**src/rtl/rom_read_arbiter.sv**
```systemverilog
// rom_read_arbiter
// Lets two read requesters share one synchronous word ROM. One read is in
// flight at a time. Ties are resolved round-robin. The returned word goes back
// to the requester that won the grant, together with a one-cycle valid pulse.
module rom_read_arbiter #(
   parameter int ADDR_W  = 19,
   parameter int DATA_W  = 16,
   parameter int ROM_LAT = 1
) (
   input  logic              clk,
   input  logic              rst_n,
   // requester 0
   input  logic              req0,
   input  logic [ADDR_W-1:0] addr0,
   output logic              gnt0,
   output logic              rvalid0,
   output logic [DATA_W-1:0] rdata0,
   // requester 1
   input  logic              req1,
   input  logic [ADDR_W-1:0] addr1,
   output logic              gnt1,
   output logic              rvalid1,
   output logic [DATA_W-1:0] rdata1,
   // ROM side
   output logic              rom_en,
   output logic [ADDR_W-1:0] rom_addr,
   input  logic [DATA_W-1:0] rom_data
);

   // Wait counter only needs to reach ROM_LAT-1; keep at least one bit.
   localparam int CNT_W = (ROM_LAT > 1) ? $clog2(ROM_LAT) : 1;
   localparam logic [CNT_W-1:0] CNT_LOAD = CNT_W'(ROM_LAT - 1);

   typedef enum logic [1:0] {
      S_IDLE  = 2'd0,
      S_ISSUE = 2'd1,
      S_WAIT  = 2'd2
   } state_e;

   state_e            state_q;
   logic              rom_en_q;
   logic [ADDR_W-1:0] rom_addr_q;
   logic              owner_q;      // requester whose read is in flight
   logic              last_gnt_q;   // requester granted most recently
   logic [CNT_W-1:0]  cnt_q;
   logic              rvalid0_q;
   logic              rvalid1_q;
   logic [DATA_W-1:0] rdata0_q;
   logic [DATA_W-1:0] rdata1_q;

   logic              win0_d;
   logic              win1_d;
   logic              gnt0_d;
   logic              gnt1_d;

   // Round-robin pick: a lone request wins; on a tie the requester that was
   // not granted last time wins.
   always_comb begin
      // NOTE: every always_comb output gets a default first, so no path leaves it unassigned and no latch is inferred.
      win0_d = 1'b0;
      win1_d = 1'b0;
      gnt0_d = 1'b0;
      gnt1_d = 1'b0;
      if (req0 && req1) begin
         win0_d = last_gnt_q;
         win1_d = ~last_gnt_q;
      end else begin
         win0_d = req0;
         win1_d = req1;
      end
      if (state_q == S_IDLE) begin
         gnt0_d = win0_d;
         gnt1_d = win1_d;
      end
   end

   // Sequencer: grant in IDLE, strobe the ROM in ISSUE, count down the ROM
   // latency in WAIT, then return the word to the owner.
   always_ff @(posedge clk or negedge rst_n) begin
      if (!rst_n) begin
         state_q    <= S_IDLE;
         rom_en_q   <= 1'b0;
         rom_addr_q <= '0;
         owner_q    <= 1'b0;
         last_gnt_q <= 1'b1;
         cnt_q      <= '0;
         rvalid0_q  <= 1'b0;
         rvalid1_q  <= 1'b0;
         rdata0_q   <= '0;
         rdata1_q   <= '0;
      end else begin
         // NOTE: state uses non-blocking assignments, so every register sees the pre-edge values of the others.
         rvalid0_q <= 1'b0;
         rvalid1_q <= 1'b0;
         case (state_q)
            S_IDLE: begin
               rom_en_q <= 1'b0;
               if (gnt0_d) begin
                  rom_addr_q <= {addr0[ADDR_W-1:1], 1'b0};
                  rom_en_q   <= 1'b1;
                  owner_q    <= 1'b0;
                  last_gnt_q <= 1'b0;
                  state_q    <= S_ISSUE;
               end else if (gnt1_d) begin
                  rom_addr_q <= {addr1[ADDR_W-1:1], 1'b0};
                  rom_en_q   <= 1'b1;
                  owner_q    <= 1'b1;
                  last_gnt_q <= 1'b1;
                  state_q    <= S_ISSUE;
               end
            end
            S_ISSUE: begin
               rom_en_q <= 1'b0;
               cnt_q    <= CNT_LOAD;
               state_q  <= S_WAIT;
            end
            S_WAIT: begin
               if (cnt_q == '0) begin
                  if (owner_q) begin
                     rdata1_q  <= rom_data;
                     rvalid1_q <= 1'b1;
                  end else begin
                     rdata0_q  <= rom_data;
                     rvalid0_q <= 1'b1;
                  end
                  state_q <= S_IDLE;
               end else begin
                  cnt_q <= cnt_q - 1'b1;
               end
            end
            default: begin
               rom_en_q <= 1'b0;
               state_q  <= S_IDLE;
            end
         endcase
      end
   end

   assign gnt0     = gnt0_d;
   assign gnt1     = gnt1_d;
   assign rvalid0  = rvalid0_q;
   assign rvalid1  = rvalid1_q;
   assign rdata0   = rdata0_q;
   assign rdata1   = rdata1_q;
   assign rom_en   = rom_en_q;
   assign rom_addr = rom_addr_q;

   // Structural invariants of the arbiter.
   a_gnt_exclusive : assert property (@(posedge clk) disable iff (!rst_n)
      !(gnt0 && gnt1));
   a_en_only_issue : assert property (@(posedge clk) disable iff (!rst_n)
      rom_en |-> (state_q == S_ISSUE));
   a_addr_even     : assert property (@(posedge clk) disable iff (!rst_n)
      rom_addr[0] == 1'b0);

endmodule
```
**config.mk**
```make
export PLATFORM = sky130hd
export DESIGN_NAME = rom_read_arbiter
export DESIGN_NICKNAME = d
export VERILOG_FILES = /design/src/rtl/rom_read_arbiter.sv
export SDC_FILE = /design/constraint.sdc
export NUM_CORES = 1
export LEC_CHECK = 0
export ABC_AREA = 1
export CORE_ASPECT_RATIO = 2
export CORE_MARGIN = 2
export CORE_UTILIZATION = 41
export DETAILED_ROUTE_END_ITERATION = 8
export GPL_TIMING_DRIVEN = 0
export PLACE_DENSITY = 0.91
export SETUP_SLACK_MARGIN = 0.4
export SLEW_MARGIN = 0
export SYNTH_ARGS = -nofsm -noshare
export SYNTH_HDL_FRONTEND = slang
export SYNTH_SLANG_ARGS = --single-unit
```
**constraint.sdc**
```tcl
create_clock -name clk -period 1.8 [get_ports clk]
set_clock_uncertainty 0.2 [all_clocks]
set_input_delay 0.18 -clock clk [delete_from_list [all_inputs] [get_ports clk]]
set_output_delay 0.18 -clock clk [all_outputs]
set_load 0.01 [all_outputs]
```
==> run metrics <==
Post-Syn Area 2420 um2; row cnt 39; global route total overflow 0; post-synth net total 342; CTS Buffer Depth 2; clock transition at the registers of the reported paths 0.05 ns; die area 6570 um2; Tmin final 1.75 ns; flops & latches, synth 57; R2R setup slack 0.16 ns; Multi-input gate area 897 um2; post-layout net count 488; switching part of the total power 35.9%; number of max-cap violations 0; DP HPWL 5230 um; Post-Layout Cell Count 496; clk sinks 57; setup TNS 0 ns; Initial DRC Count 169; synth top area cells dfrtp_1 58%, nand2_1 19%, o21ai_0 7.0%, nand4_1 4.7%, inv_1 3.9%; Worst EP arrival 1.37 ns; # port buffers 110; Worst Max-Slew Pin Slew 0.563 ns; GP Congestion 0.819; final wirelength 7900 um; run status finished clean; Slew Viols, Final 0; most frequent cells in the layout 110 x nand2_1, 55 x dfrtp_1, 53 x clkdlybuf4s50_1; clock share of power 22.6%; TritonRoute pass-1 iters 4; die height 113 um; Num CTS Buffers 9; pwr/cell area 1760 nW/um2; DR vias/cell 5.06; Avg Inst Size Synth 8.52 um2; Critical R2R Capture rom_addr[8]; endpoints failing setup 0; Layout area overhead 78.7%; Crit Path Max Fanout 2; first-pass GRT wire length 11500 um; sequential cell fraction of total power 29.8%; RSZ-0062 raised after global routing yes; internal power 4.87 mW; Switch Pwr 2.73 mW; drt wl/cell 15.9 um; worst-skew pair later-pin latency 0.31 ns; IR drop worst, VDD 1280 uV; DR vias 2512; fmax 573 MHz; Setup CP Type flop to primary output; pre-CTS setup slack -0.365 ns; Startpoint Class flop; post-synthesis cell type count 18; I/O Pins 114; Hold Crit Class input port to asynchronous set/reset pin; root buffer cell clkbuf_16; n_diodes 0; layout cells sized above 1 20.2%; Ys Warns 0; placed cells 456; final hold vios 0; FF/Latch Area 1430 um2; Starting Density 42.4%; Synth area leader dfrtp_1; worst path required time 1.42 ns; Syn Inst Count 284; Critical Path End Type primary output; All-Layer GR Usage 23.3%; slack of the critical path 0.0533 ns; largest net degree at the start of global routing 35; Leakage 2.28 nW; most common cell after layout, fill and taps aside nand2_1; initial antenna violation count 0; CTS tree done; fin crit share 97.0%; Layout fillers 400; Residual DRC 0; vias in the first global route 2487; Critical R2R Launch last_gnt_q; Seq/Total Area, Yosys 59.0%; normalized max-slew margin 62.4%; Die Wd 58.3 um; Core Box Area 5710 um2; r2r worst-path depth 10; Gate power share 47.6%; top cell type's share of synthesized area 57.9%; Post-DRT Antenna Nets 0; Max H-tree Level 3
-- kinds of logic (layout without fill, tap and decap cells) --
logic type / after synthesis / in the layout / synth area share (%)
buf+inv: 42 / 193 / 7.91
compound gates: 36 / 36 / 7.55
other cells: 1 / 1 / 0.155
simple gates: 148 / 148 / 25.4
flops: 57 / 57 / 59.0
-- per-stage QoR --
stage / cell area (um2) / power (mW) / hold slack [ns] / util (%)
global route: 4330 / 8.09 / 0.233 / 75.8
global placement: 3620 / 5.30 / 0.264 / 63.4
finish: 4330 / 7.61 / 0.193 / 75.8
CTS: 4060 / 7.09 / 0.202 / 71.2
floorplan: 2440 / 3.70 / -0.316 / -
detailed placement: 3630 / 5.42 / -0.00765 / 63.7
-- synthesized netlist by cell type --
cell type  instances
buf_4              3
o21ai_0           34
dfstp_2            1
buf_6              2
nand2_2            1
dfrtp_1           56
nor2_1             1
buf_2              6
o21ai_1            1
clkbuf_1           6
nand2_1          123
nand3_2            1
nand3_1            3
o211ai_1           1
inv_1             25
nand4_1           18
nor2_2             1
conb_1             1
-- worst max-delay path, stage by stage, from the launching register on --
cell and delay, ns:
dfrtp_1 0.41, nor2_4 0.14, buf_6 0.11, buf_6 0.08, o211ai_1 0.10, inv_1 0.08
buf_2 0.12
-- area by class of cell --
cell class | instances | share of cell area, %
inverter | 25 | 2.28
clock buffer | 12 | 6.16
timing repair buffer | 135 | 30.6
sequential | 57 | 33.0
buffer | 17 | 4.28
tap | 61 | 1.76
clock inverter | 4 | 1.16
multi-input combinational | 185 | 20.7
-- layer usage --
layer / up-vias / track usage, % / part of all wire, %
met4: 0 / 9.77 / 2.2
li1: 1190 / - / -
met1: 1209 / 23.3 / 33
met2: 96 / 43.1 / 60
met5: - / 0 / 0
met3: 17 / 6.11 / 4.5
-- flip-flops by register name, indices dropped and copies added, names as in the netlist --
name and count:
rvalid1 1, rvalid0 1, rom_en 1, rdata1 16
rdata0 16, rom_addr 18, owner_q 1, last_gnt_q 1
state_q 2
-- power groups by stage --
| stage | Combinational [mW] | Clock [mW] | Sequential, mW |
|---|---|---|---|
| final | 3.62 | 1.72 | 2.26 |
| after global routing | 3.93 | 1.82 | 2.34 |
| after CTS | 3.09 | 1.74 | 2.25 |
| after detailed placement | 3.14 | 0 | 2.28 |
| after global placement | 3.05 | 0 | 2.26 |
| after floorplan | 1.19 | 0 | 2.52 |
-- what timing repair did --
item | in CTS | in global routing
hold endpoints to repair | 22 | 0
gates cloned | 0 | 5
gates resized for setup | 94 | 78
pin swaps | 2 | 12
setup endpoints to repair | 110 | 67
setup buffers | 10 | 8
hold buffers | 1 | 0
-- how the worst max path moves through the flow --
stage,startpoint,to,slack (ns),cells after the start
global placement,rst_n,rdata1[9],-1.24,1
detailed placement,req0,gnt1,-0.37,6
floorplan,last_gnt_q,rom_addr[10],0.39,8
CTS,state_q[1],gnt1,0.09,6
global route,state_q[0],gnt1,-0.04,6
finish,state_q[0],gnt1,0.05,6
Power figures use the tool's default switching activity.
